===== src/rtl/lsu_pkg.sv =====
`default_nettype none
// ============================================================================
// Module      : lsu_pkg
// Description : Shared encodings and helpers for the load/store memory
//               controller: access sizes, FSM state codes, lane-select width
//               and the request error check.
// Revision    : 1.0 - initial release
// ============================================================================
package lsu_pkg;

    // Access size encodings carried on req_size
    localparam logic [1:0] SZ_BYTE = 2'b00;
    localparam logic [1:0] SZ_HALF = 2'b01;
    localparam logic [1:0] SZ_WORD = 2'b10;

    // Byte-lane select width (offset inside a 32-bit word)
    localparam int c_LANE_SEL_W = 2;

    // FSM state encoding
    localparam int c_STATE_W = 3;
    localparam logic [c_STATE_W-1:0] c_ST_IDLE   = 3'd0;
    localparam logic [c_STATE_W-1:0] c_ST_RD     = 3'd1;
    localparam logic [c_STATE_W-1:0] c_ST_WR     = 3'd2;
    localparam logic [c_STATE_W-1:0] c_ST_RMW_RD = 3'd3;
    localparam logic [c_STATE_W-1:0] c_ST_RMW_WR = 3'd4;
    localparam logic [c_STATE_W-1:0] c_ST_RESP   = 3'd5;
    localparam logic [c_STATE_W-1:0] c_ST_ERR    = 3'd6;

    // A request is rejected when misaligned for its size, when it uses the
    // reserved size code, or when its word index falls outside the memory.
    function automatic logic lsu_req_err(
        input logic [1:0]  size,
        input logic [31:0] addr,
        input logic [31:0] depth
    );
        logic bad_align;
        case (size)
            SZ_BYTE: bad_align = 1'b0;
            SZ_HALF: bad_align = addr[0];
            SZ_WORD: bad_align = (addr[1:0] != 2'b00);
            default: bad_align = 1'b1;
        endcase
        return bad_align || ({2'b00, addr[31:2]} >= depth);
    endfunction

endpackage : lsu_pkg
`default_nettype wire


===== src/rtl/lsu_lane_align.sv =====
`default_nettype none
// ============================================================================
// Module      : lsu_lane_align
// Description : Combinational little-endian lane logic. Extracts and
//               zero/sign-extends the addressed byte/halfword of a loaded
//               word, and merges store data into the addressed lanes of the
//               current memory word for read-modify-write.
// Revision    : 1.0 - initial release
// ============================================================================
module lsu_lane_align
    import lsu_pkg::*;
(
    input  logic [1:0]              i_size,
    input  logic [c_LANE_SEL_W-1:0] i_offset,
    input  logic                    i_zero_ext,
    input  logic [31:0]             i_rdata,
    input  logic [15:0]             i_wdata,
    output logic [31:0]             o_load_data,
    output logic [31:0]             o_merge_data
);

    logic [7:0]  w_byte;
    logic [15:0] w_half;

    // Load path: pick the addressed lane(s) and extend to 32 bits
    always_comb begin
        case (i_offset)
            2'd0:    w_byte = i_rdata[7:0];
            2'd1:    w_byte = i_rdata[15:8];
            2'd2:    w_byte = i_rdata[23:16];
            default: w_byte = i_rdata[31:24];
        endcase
        w_half = i_offset[1] ? i_rdata[31:16] : i_rdata[15:0];
        case (i_size)
            SZ_BYTE: o_load_data = {{24{~i_zero_ext & w_byte[7]}}, w_byte};
            SZ_HALF: o_load_data = {{16{~i_zero_ext & w_half[15]}}, w_half};
            default: o_load_data = i_rdata;
        endcase
    end

    // Store path: each lane either keeps the memory byte or takes store data.
    // A halfword feeds its low byte to the even lane and high byte to the odd.
    genvar k;
    generate
        for (k = 0; k < 4; k++) begin : g_lane
            localparam logic [1:0] c_K = k;
            logic       w_hit;
            logic [7:0] w_src;
            assign w_hit = ((i_size == SZ_BYTE) && (i_offset == c_K)) ||
                           ((i_size == SZ_HALF) && (i_offset[1] == c_K[1]));
            assign w_src = ((i_size == SZ_HALF) && c_K[0]) ? i_wdata[15:8] : i_wdata[7:0];
            assign o_merge_data[8*k+7:8*k] = w_hit ? w_src : i_rdata[8*k+7:8*k];
        end
    endgenerate

endmodule : lsu_lane_align
`default_nettype wire


===== src/rtl/lsu_mem_ctrl.sv =====
`default_nettype none
// ============================================================================
// Module      : lsu_mem_ctrl
// Description : Load/store initiator between the datapath and a
//               word-addressed data memory. One byte/halfword/word request per
//               valid/ready transaction; sub-word stores are done as
//               read-modify-write; misaligned/reserved/out-of-range requests
//               complete with an error and no memory cycle.
// Revision    : 1.0 - initial release
// ============================================================================
module lsu_mem_ctrl
    import lsu_pkg::*;
#(
    parameter int DEPTH = 100
) (
    input  logic        clk,
    input  logic        RST,
    input  logic        req_valid,
    output logic        req_ready,
    input  logic        req_we,
    input  logic [1:0]  req_size,
    input  logic        req_unsigned,
    input  logic [31:0] req_addr,
    input  logic [31:0] req_wdata,
    output logic        resp_valid,
    output logic        resp_err,
    output logic [31:0] resp_rdata,
    output logic [31:0] mem_addr,
    output logic [31:0] mem_wdata,
    output logic        mem_we,
    input  logic [31:0] mem_rdata
);

    localparam logic [31:0] c_DEPTH = 32'(DEPTH);

    logic [c_STATE_W-1:0] r_state;
    logic                 r_we;
    logic [1:0]           r_size;
    logic                 r_unsigned;
    logic [31:0]          r_addr;
    logic [31:0]          r_wdata;
    logic [31:0]          r_merge;
    logic [31:0]          r_rdata;

    logic                 w_req_err;
    logic [31:0]          w_load_data;
    logic [31:0]          w_merge_data;

    assign w_req_err = lsu_req_err(req_size, req_addr, c_DEPTH);

    lsu_lane_align u_align (
        .i_size       (r_size),
        .i_offset     (r_addr[1:0]),
        .i_zero_ext   (r_unsigned),
        .i_rdata      (mem_rdata),
        .i_wdata      (r_wdata[15:0]),
        .o_load_data  (w_load_data),
        .o_merge_data (w_merge_data)
    );

    // FSM and request/response registers
    always_ff @(posedge clk) begin
        if (RST) begin
            r_state    <= c_ST_IDLE;
            r_we       <= 1'b0;
            r_size     <= 2'b00;
            r_unsigned <= 1'b0;
            r_addr     <= 32'h0;
            r_wdata    <= 32'h0;
            r_merge    <= 32'h0;
            r_rdata    <= 32'h0;
        end else begin
            case (r_state)
                c_ST_IDLE: begin
                    if (req_valid) begin
                        r_we       <= req_we;
                        r_size     <= req_size;
                        r_unsigned <= req_unsigned;
                        r_addr     <= req_addr;
                        r_wdata    <= req_wdata;
                        if (w_req_err) begin
                            // Error response shows zero data in its own cycle
                            r_rdata <= 32'h0;
                            r_state <= c_ST_ERR;
                        end else if (!req_we) begin
                            r_state <= c_ST_RD;
                        end else if (req_size == SZ_WORD) begin
                            r_state <= c_ST_WR;
                        end else begin
                            r_state <= c_ST_RMW_RD;
                        end
                    end
                end
                c_ST_RMW_RD: begin
                    r_merge <= w_merge_data;
                    r_state <= c_ST_RMW_WR;
                end
                c_ST_RD, c_ST_WR, c_ST_RMW_WR: begin
                    // Final memory cycle: loads capture data, stores clear it
                    r_rdata <= r_we ? 32'h0 : w_load_data;
                    r_state <= c_ST_RESP;
                end
                c_ST_RESP, c_ST_ERR: begin
                    r_state <= c_ST_IDLE;
                end
                default: begin
                    r_state <= c_ST_IDLE;
                end
            endcase
        end
    end

    // Outputs decoded from state; reset gates the write strobe immediately
    always_comb begin
        req_ready  = (r_state == c_ST_IDLE);
        resp_valid = (r_state == c_ST_RESP) || (r_state == c_ST_ERR);
        resp_err   = (r_state == c_ST_ERR);
        resp_rdata = r_rdata;
        mem_addr   = {2'b00, r_addr[31:2]};
        mem_we     = ((r_state == c_ST_WR) || (r_state == c_ST_RMW_WR)) && !RST;
        case (r_state)
            c_ST_WR:     mem_wdata = r_wdata;
            c_ST_RMW_WR: mem_wdata = r_merge;
            default:     mem_wdata = 32'h0;
        endcase
    end

endmodule : lsu_mem_ctrl
`default_nettype wire

===== config.mk =====
export PLATFORM = sky130hd
export DESIGN_NAME = lsu_mem_ctrl
export DESIGN_NICKNAME = d
export VERILOG_FILES = /design/src/rtl/lsu_pkg.sv /design/src/rtl/lsu_lane_align.sv /design/src/rtl/lsu_mem_ctrl.sv
export SDC_FILE = /design/constraint.sdc
export NUM_CORES = 1
export LEC_CHECK = 0
export CAP_MARGIN = 40
export CORE_MARGIN = 2
export CORE_UTILIZATION = 51
export CTS_CLUSTER_SIZE = 28
export DETAILED_ROUTE_END_ITERATION = 12
export PLACE_DENSITY_LB_ADDON = 0.1
export SKIP_LAST_GASP = 1
export SLEW_MARGIN = 15
export SYNTH_ARGS = -nofsm -noshare
export SYNTH_HDL_FRONTEND = slang
export SYNTH_SLANG_ARGS = --single-unit

===== constraint.sdc =====
create_clock -name clk -period 4.58 [get_ports clk]
set_clock_uncertainty 0.1 [all_clocks]
set_input_delay 0.916 -clock clk [delete_from_list [all_inputs] [get_ports clk]]
set_output_delay 0.916 -clock clk [all_outputs]
set_load 0.03 [all_outputs]

After elaboration in Yosys (flattened, before gate mapping). Index checks and enable logic that the tools add are counted.

Muxes and demuxes: 19. Eq/ne operators: 14. Reduce and logical (&&, ||, !) cells: 24. Bitwise logic cells: 4. Order comparisons: 1.

Operators with widths (count): $pmux W32 S2 (3); $mux W32 (3); $mux W8 (5); $ge A30 B7 Y1 const B (1); $pmux W8 S3 (1); $mux W16 (1); $eq A3 B3 Y1 const B (3); $pmux W3 S3 (1); $logic_and A1 B1 Y1 (7); $logic_or A1 B1 Y1 (7); $eq A2 B1 Y1 const B (3); $eq A2 B2 Y1 const B (3); $eq A3 B2 Y1 const B (2); $logic_not A2 Y1 (3); $mux W3 (2); $reduce_bool A2 Y1 (2); $eq A3 B1 Y1 const B (1); $logic_not A3 Y1 (1); $pmux W1 S3 (1); $reduce_and A3 Y1 (1); $reduce_or A3 Y1 (1); $and A1 B1 Y1 (2); $mux W2 (1); $ne A2 B1 Y1 const B (1); 5 further kinds (6).

Word-level logic and storage cells: 70. Bits of input ports: 103. Flip-flop bits (word level): 135. Output and inout bits: 100.

Longest topological paths before layout. Gate-level depths: netlist of the first run.

Word-level depth: 6. Mapped depth: 7. Mapped depth without buffers: 4.

Modules after synthesis. Synthesis of the first run repeated with hierarchy kept, for this count alone.

Cells, all modules: 875. Area total of the unflattened synthesis: 7289.5 um2.

Modules (own cells, without submodules): lsu_mem_ctrl (times used 1, area each 5963.2 um2, sequential area each 2702.6 um2, cells each 697); lsu_lane_align (times used 1, area each 1326.3 um2, sequential area each 0.0 um2, cells each 178).

Worst setup path after synthesis of the first run. Ideal clock, no wire load.

Path kind: input-to-output. From: input port RST. To: output port mem_we. Stages on the path: 4. Required time: 3.564 ns. Path slack: 1.657 ns. Data arrival time: 1.907 ns. Buffers on the path: 3. Cell sequence: clkbuf_1 -> clkbuf_1 -> clkbuf_1 -> nor2_1.

Cells in the longest elaborated chain, start to end: 2.

RTL lines: from (decl) (RTL line lsu_mem_ctrl.sv:17) `input logic RST,`; $logic_not A1 Y1 (RTL line lsu_mem_ctrl.sv:120) `mem_we = ((r_state == c_ST_WR) || (r_state == c_ST_RMW_WR)) && !RST;`; $logic_and A1 B1 Y1 (RTL line lsu_mem_ctrl.sv:120); to (decl) (RTL line lsu_mem_ctrl.sv:30) `output logic mem_we,`.

Every way passes these cells.

Final worst setup path of the first run.
From: register r_state[0]. To: output port mem_we.

Cells in the longest elaborated chain, start to end: 3. Elaborated cells on any way between the ends: 4. Those cells by class: 2 x eq/ne; 2 x reduce/logical.

RTL lines: from (decl) (RTL line lsu_mem_ctrl.sv:36) `logic [c_STATE_W-1:0] r_state;`; from (signal assigned) (RTL line lsu_mem_ctrl.sv:64) `r_state <= c_ST_IDLE;`; from (signal assigned) (RTL line lsu_mem_ctrl.sv:84) `r_state <= c_ST_ERR;`; from (signal assigned) (RTL line lsu_mem_ctrl.sv:86) `r_state <= c_ST_RD;`; $eq A3 B2 Y1 or $eq A3 B3 Y1 (tied branches) (RTL line lsu_mem_ctrl.sv:120); $logic_or A1 B1 Y1 * (RTL line lsu_mem_ctrl.sv:120); $logic_and A1 B1 Y1 * (RTL line lsu_mem_ctrl.sv:120).

Every way passes the cells marked *; elsewhere a longest branch is shown, timed or not.

==> results.cfg, run 1 <==
[placement]
finalWeightedCongestion = 0.8849
dp_hpwl_um = 14570
port-buffer-count = 200
post-place-ws_ns = 1.160

[worst_setup_path]
path_cells = nor2_1, and2_1, buf_4, nor2_1, nor2_1, clkdlybuf4s50_1
startpoint = r_state[0]
r2r_cells = 5
slowest_delay_ns = 0.71
cp_max_fo = 18
crit_top_cell = nor2_1
worst_ep_arrival_time_ns = 2.83
crit_type = reg2out
r2r_end = r_merge[9]
required_ns = 3.56
worstSetupStartpointType = flop
slowest_stage = clkdlybuf4s50_1
r2r_slack_ns = 1.95
end_kind = output port
worstReg2RegStart = r_size[1]

[grt]
gr-total-overflow = 0
grt_max_degree = 69
grt_pass1_wl_um = 30870
grt_pass1_vias = 5962
grt_usage_pct = 29.25
grt_antenna_before_repair = 0

[power]
power_density_nw_per_um2 = 430.1
power_mw = 3.843
power.leakage_nw = 3.255
peakVddDrop_mv = 0.2401

[worst_hold_path]
min_from = r_addr[3]
holdPathStages = 2
holdPathEnd = r_addr[3]
min_path_type = reg2reg

[cts]
cts-resized-gates = 0
cts_tree = built
postCtsHoldBufs = 0
cts_sinks = 135
post_cts_buffers = 0
htreeDepth = 4
ctsRootBufferMaster = clkbuf_16
clock_latency_ns = 0.41
numCtsBuffers = 17
clkTransAtPathRegs_ns = 0.05
clockBufferDepth = 2

[drt]
ant_nets = 0
post_drt_via_cell_ratio = 5.756
routedWlPerCell_um = 17.67
dr.pass1.iters = 5
first_iter_violations = 662
wirelength_um = 19950
drc = 0
num_vias = 6499

[logic_synthesis]
synthArstFlopShare_pct = 0
yosysWarnings = 0
yosysTopAreaCell = dfxtp_1
avgSynthCellArea_sq_um = 8.045
synth_seq_area_share_pct = 41.37
syn_area_sq_um = 6533
synth_edf_count = 0
netlist_instances = 812
synth_top_area_share_pct = 41.37
ys.flop_type = dfxtp_1
ys_types = 48
synth_top_cells_by_area = dfxtp_1 (41%), nand2_1 (11%), a21oi_1 (8.5%)
ys_ff_latch = 135

[sta]
hold_violations = 0
max_freq_ghz = 0.2598
relSlewSlack_pct = 38.45
hold-worst-slack_ns = 0.3529
finalSetupTns_ns = 0
maxSlewViolCount = 0
fin_crit_ns = 3.848
worst_slew_pin_slew_ns = 0.9220
rsz0062_at_grt = no
fin_ws_ns = 0.7316
period_share_pct = 84.03
setup_violations = 0

[outcome]
status = completed

[layout]
fin_util_pct = 71.09
antenna_cells = 0
nFillCells = 1007
final_nets = 1047
area_delta_synth_final_pct = 36.77
regArea_sq_um = 2703
drive_above_1_share_pct = 5.643
multiInputGateArea_sq_um = 3302
layout_commonest_cell = clkdlybuf4s50_1
final_cell_mix = clkdlybuf4s50_1 (199), nand2_1 (187), dfxtp_1 (135)

[floorplanning]
core_area_sq_um = 12570
die-area_sq_um = 13730
initial_utilization_pct = 51.98
ios = 203
die_w_um = 117.2
fp.dieH_um = 117.2
num_rows = 41

[run]
cap_violations = 0
[through the flow]
stage,area (sq um),cells
global route,8935,1129
global placement,8280,1090
finish,8935,1129
detailed placement,8372,1097
CTS,8935,1129
floorplan,6536,813
[routing by layer]
layer	GRT usage, %	routed length [um]
met1	39.57	8576
met5	0	0
met4	11.37	439
met2	46.02	9292
met3	6.025	1646
[cells by family (layout without fill, tap and decap cells)]
kind of cell,count (synthesis),in the layout,share of synthesized area [%]
AO/OA/AOI/OAI,247,247,25.03
XOR/XNOR,2,2,0.2682
buffers and inverters,105,249,8.312
flip-flops,135,135,41.37
multiplexers,32,32,4.942
other,1,2,0.05741
AND/OR/NAND/NOR,290,290,20.02
[report_power, final]
group | internal (mW) | switching [mW] | total [mW]
Clock | 0.800 | 0.488 | 1.29
Sequential | 1.32 | 0.124 | 1.44
Combinational | 0.455 | 0.659 | 1.11
Total | 2.57 | 1.27 | 3.84
[flip-flops by register name, indices dropped and copies added (netlist names)]
name        count
r_addr         32
r_merge        32
r_size          2
r_state         3
r_unsigned      1
r_wdata        32
r_we            1
resp_rdata     32
[layout make-up]
type	count	area share (%)
tap	172	2.409
clock buffer	24	5.503
inverter	3	0.1260
multi-input combinational	573	36.96
sequential	135	30.25
clock inverter	8	0.7982
timing repair buffer	214	23.96
[how the worst max path moves through the flow]
| stage | slack, ns | cells after the start | to |
|---|---|---|---|
| 6_report | 0.73 | 6 | mem_we |
| 5_1_grt | 0.54 | 6 | mem_we |
| 4_1_cts | 0.71 | 6 | mem_we |
| 3_5_place_dp | 1.16 | 6 | mem_we |
| 3_3_place_gp | 1.20 | 6 | mem_we |
| 2_1_floorplan | 1.66 | 4 | mem_we |
[critical path, delay by kind of cell, from the launching register on]
family	cells	cell delay, ns
buffers and inverters	2	1.05
and+or+nand+nor	4	0.96
DFF	1	0.41
[cell usage after synthesis (6+ instances only)]
library cell / n
a2111oi_0: 16
a211oi_1: 16
a21oi_1: 111
a22o_1: 34
and2_1: 12
and3b_1: 9
buf_2: 13
buf_4: 33
clkbuf_1: 54
dfxtp_1: 135
mux2i_1: 30
nand2_1: 188
nand2b_1: 9
nor2_1: 24
nor2b_1: 15
nor3_1: 7
nor4_1: 6
o21ai_0: 18
o221ai_1: 7
o22ai_1: 17
o311ai_0: 8
o31ai_1: 9
or3_1: 9
No activity file was read; power rests on OpenSTA's default activity.
==> inputs of run 2 (changes only) <==
--- a/config.mk
+++ b/config.mk
@@ -7,7 +7,7 @@
 export LEC_CHECK = 0
 export CAP_MARGIN = 40
 export CORE_MARGIN = 2
-export CORE_UTILIZATION = 51
+export CORE_UTILIZATION = 47
 export CTS_CLUSTER_SIZE = 28
 export DETAILED_ROUTE_END_ITERATION = 12
 export PLACE_DENSITY_LB_ADDON = 0.1
==> constraint.sdc (replaced) <==
create_clock -name clk -period 3.9 [get_ports clk]
set_clock_uncertainty 0.1 [all_clocks]
set_input_delay 0.78 -clock clk [delete_from_list [all_inputs] [get_ports clk]]
set_output_delay 0.78 -clock clk [all_outputs]
set_load 0.03 [all_outputs]
==> results.cfg, run 2 (synthesis results as in run 1) <==
[cts]
cts-resized-gates = 0
ctsRootBufferMaster = clkbuf_16
numCtsBuffers = 17
clockBufferDepth = 2
postCtsHoldBufs = 0
post_cts_buffers = 0
htreeDepth = 4
clock_latency_ns = 0.41
cts_tree = built
clkTransAtPathRegs_ns = 0.05
cts_sinks = 135

[worst_setup_path]
end_kind = output port
worstReg2RegStart = r_size[0]
worstSetupStartpointType = flop
r2r_slack_ns = 1.32
path_buf_inv = 2
r2r_end = r_merge[18]
slowest_stage = clkdlybuf4s50_1
path_cells = nor3b_2, buf_4, a22o_1, clkdlybuf4s50_1
cp_max_fo = 33
slowest_delay_ns = 0.68
worst_ep_arrival_time_ns = 2.49
r2r_cells = 4
crit_type = reg2out
critPathTopFamily = buffers and inverters
required_ns = 3.02
cp.depth = 4

[power]
clkPwrFrac_pct = 32.6
sequentialPowerShare_pct = 37.9
switching_power_mw = 1.474
p_int_mw = 2.975
swShare_pct = 33.12
peakVddDrop_mv = 0.3517
power_density_nw_per_um2 = 500.1
p_comb_share_pct = 29.5
power.leakage_nw = 3.227

[sta]
finalSetupTns_ns = 0
setup_violations = 0
fin_crit_ns = 3.372
period_share_pct = 86.45
max_freq_ghz = 0.2966
worst_slew_pin_slew_ns = 0.8381
hold-worst-slack_ns = 0.3511
relSlewSlack_pct = 43.93
maxSlewViolCount = 0
rsz0062_at_grt = no
hold_violations = 0

[grt]
grt_usage_pct = 27.47
gr-total-overflow = 0
grt_pass1_wl_um = 31680
grt_max_degree = 75
grt_antenna_before_repair = 0
grt_pass1_vias = 5982

[drt]
ant_nets = 0
post_drt_via_cell_ratio = 5.653
first_iter_violations = 691
num_vias = 6399
wirelength_um = 20480
dr.pass1.iters = 5
drc = 0
routedWlPerCell_um = 18.10

[layout]
drive_above_1_share_pct = 5.252
final_cell_mix = clkdlybuf4s50_1 (199), nand2_1 (187), dfxtp_1 (135)
area_delta_synth_final_pct = 36.16
antenna_cells = 0
layout_commonest_cell = clkdlybuf4s50_1
final_nets = 1046
final_cells = 1132

[placement]
finalWeightedCongestion = 0.9036
dp_hpwl_um = 14920
port-buffer-count = 200
placed_cells = 1104

[floorplanning]
die-area_sq_um = 14860
initial_utilization_pct = 47.62
num_rows = 43
fp.dieH_um = 121.9
core_area_sq_um = 13720
ios = 203
die_w_um = 121.9

[worst_hold_path]
min_from = r_addr[3]
holdPathStages = 2
min_path_type = reg2reg
holdPathEnd = r_addr[3]

[run]
cap_violations = 0

[outcome]
status = completed
-- run 2: cell type report --
cell class | instances | area (sq um)
Clock buffer | 25 | 515.5
Clock inverter | 3 | 17.52
Fill cell | 1177 | 4825
Inverter | 3 | 11.26
Multi-Input combinational cell | 573 | 3302
Sequential cell | 135 | 2703
Tap cell | 180 | 225.2
Timing Repair Buffer | 213 | 2121
-- run 2: worst register-to-register path: stages (launching register included) --
cell	delay (ns)
dfxtp_1	0.80
nand2b_1	0.54
nand3_1	0.50
mux2i_1	0.38
a211oi_1	0.11
-- run 2: per-stage QoR --
stage,cell area [sq um],power [mW],utilization (%),setup slack [ns]
after global routing,8895,4.652,64.83,0.3899
after detailed placement,8362,3.018,60.95,0.7524
after global placement,8290,2.975,60.43,0.7668
after floorplan,6536,2.520,-,1.249
final,8895,4.449,64.83,0.5284
after CTS,8895,4.461,64.83,0.5408
-- run 2: worst max path at each step --
stage           startpoint            end  slack (ns)
2_1_floorplan          RST         mem_we        1.25
3_5_place_dp   req_addr[4]  resp_rdata[1]        0.75
4_1_cts         r_state[1]   mem_wdata[0]        0.54
5_1_grt         r_state[1]  mem_wdata[15]        0.39
3_3_place_gp   req_addr[4]  resp_rdata[3]        0.77
6_report        r_state[1]   mem_wdata[0]        0.53
-- run 2: per-layer routing --
metal | global-route usage [%] | part of all wire, % | routed length (um) | vias to the layer above
met5 | 0 | 0 | 0 | -
met4 | 9.626 | 2.1 | 433 | 0
met3 | 5.571 | 7.4 | 1510 | 32
met2 | 43.12 | 46 | 9392 | 241
met1 | 37.65 | 45 | 9146 | 3023
li1 | - | - | - | 3103
-- run 2: power groups by stage --
stage	Sequential [mW]	Clock [mW]	Combinational [mW]
2_1_floorplan	1.82	0	0.705
3_3_place_gp	1.71	0	1.27
3_5_place_dp	1.71	0	1.31
4_1_cts	1.68	1.46	1.31
5_1_grt	1.71	1.54	1.41
6_report	1.69	1.45	1.31
==> inputs of run 3 (changes only) <==
--- a/config.mk
+++ b/config.mk
@@ -7,7 +7,7 @@
 export LEC_CHECK = 0
 export CAP_MARGIN = 40
 export CORE_MARGIN = 2
-export CORE_UTILIZATION = 47
+export CORE_UTILIZATION = 45
 export CTS_CLUSTER_SIZE = 28
 export DETAILED_ROUTE_END_ITERATION = 12
 export PLACE_DENSITY_LB_ADDON = 0.1
==> constraint.sdc (replaced) <==
create_clock -name clk -period 3.3 [get_ports clk]
set_clock_uncertainty 0.1 [all_clocks]
set_input_delay 0.66 -clock clk [delete_from_list [all_inputs] [get_ports clk]]
set_output_delay 0.66 -clock clk [all_outputs]
set_load 0.03 [all_outputs]
==> results.cfg, run 3 (synthesis results as in run 1) <==
[outcome]
status = completed

[sta]
period_share_pct = 94.60
finalSetupTns_ns = 0
rsz0062_at_grt = no
setup_violations = 0
relSlewSlack_pct = 49.32
maxSlewViolCount = 0
fin_crit_ns = 3.122
max_freq_ghz = 0.3203
worst_slew_pin_slew_ns = 0.7591
hold_violations = 0

[power]
switching_power_mw = 1.772
swShare_pct = 32.72
clkPwrFrac_pct = 34.4
power.leakage_nw = 3.286
peakVddDrop_mv = 0.3621
p_int_mw = 3.644
sequentialPowerShare_pct = 36.8
power_density_nw_per_um2 = 602.8
p_comb_share_pct = 28.8

[worst_setup_path]
worstReg2RegStart = r_size[0]
crit_type = reg2out
worstSetupStartpointType = flop
crit_top_cell = buf_4
slowest_stage = clkdlybuf4s50_1
startpoint = r_state[1]
required_ns = 2.54
end_kind = output port
cp_max_fo = 26
worst_ep_arrival_time_ns = 2.36
path_cells = buf_4, nor3b_2, buf_4, a22o_1, clkdlybuf4s50_1
slowest_delay_ns = 0.67

[run]
cap_violations = 0

[cts]
ctsRootBufferMaster = clkbuf_16
clock_latency_ns = 0.41
numCtsBuffers = 17
clockBufferDepth = 2
cts_tree = built
cts_sinks = 135
clkTransAtPathRegs_ns = 0.06
post_cts_buffers = 0
htreeDepth = 4

[floorplanning]
core_area_sq_um = 14370
die_w_um = 124.5
fp.dieH_um = 124.5
ios = 203
initial_utilization_pct = 45.46
num_rows = 44
die-area_sq_um = 15500

[placement]
dp_hpwl_um = 14760
postPlaceCellArea_sq_um = 8401
finalWeightedCongestion = 0.8456
port-buffer-count = 200

[grt]
grt_usage_pct = 25.81
grt_antenna_before_repair = 0
grt_pass1_wl_um = 32460
grt_max_degree = 69
gr-total-overflow = 0
grt_pass1_vias = 6019

[worst_hold_path]
min_from = r_addr[11]
min_path_type = reg2reg

[layout]
final_area_sq_um = 8985
area_delta_synth_final_pct = 37.54
final_cell_mix = clkdlybuf4s50_1 (199), nand2_1 (187), dfxtp_1 (135)
drive_above_1_share_pct = 6.348
final_nets = 1052
antenna_cells = 0
layout_commonest_cell = clkdlybuf4s50_1

[drt]
wirelength_um = 20320
drc = 0
num_vias = 6357
first_iter_violations = 467
ant_nets = 0
routedWlPerCell_um = 17.74
post_drt_via_cell_ratio = 5.552
dr.pass1.iters = 5
run 3: power groups by stage:
stage                     Clock (mW)  Combinational, mW  Sequential [mW]
after floorplan                    0              0.833             2.15
after global placement             0               1.53             2.02
after detailed placement           0               1.56             2.02
after CTS                       1.88               1.56             1.99
after global routing            1.95               1.68             2.01
final                           1.86               1.56             1.99
run 3: worst paths after layout:
| kind | slack, ns | cells after the start | endpoint |
|---|---|---|---|
| min | 0.35 | 2 | r_addr[11] |
| max reg2reg | 0.86 | 4 | r_merge[31] |
| min reg2reg | 0.35 | 2 | r_addr[11] |
| max | 0.18 | 5 | mem_wdata[1] |
run 3: metrics by stage:
stage / worst slack, ns / hold slack (ns) / total power, mW / utilization [%] / cells
after floorplan: 0.7942 / 0.3315 / 2.979 / - / 813
after global placement: 0.5293 / 0.3429 / 3.541 / 58.41 / 1113
after detailed placement: 0.4469 / 0.3493 / 3.579 / 58.46 / 1114
after CTS: 0.05116 / 0.3546 / 5.436 / 62.52 / 1145
after global routing: 0.02419 / 0.3751 / 5.637 / 62.53 / 1145
final: 0.1782 / 0.3543 / 5.416 / 62.53 / 1145
run 3: final cells by class:
class,instances,area (sq um)
timing repair buffer,219,2155
multi-input combinational,573,3303
clock inverter,9,98.84
clock buffer,22,484.2
fill,1265,5384
sequential,135,2703
inverter,3,11.26
tap,184,230.2
run 3: per-layer routing:
layer / wire length, um / track usage (%)
met5: 0 / 0
met4: 371 / 8.460
met3: 1407 / 4.768
met2: 9237 / 40.28
met1: 9299 / 36.14
run 3: critical path, delay by kind of cell (launching register included):
kind / cells / cell delay, ns
AOI/OAI and AO/OA: 1 / 0.21
and+or+nand+nor: 1 / 0.23
buffers and inverters: 3 / 1.16
DFF: 1 / 0.33
run 3: what timing repair did:
action / CTS / global route
gates resized for setup: 0 / 1
endpoints found under the setup margin: 0 / 26
hold buffers: 0 / 0
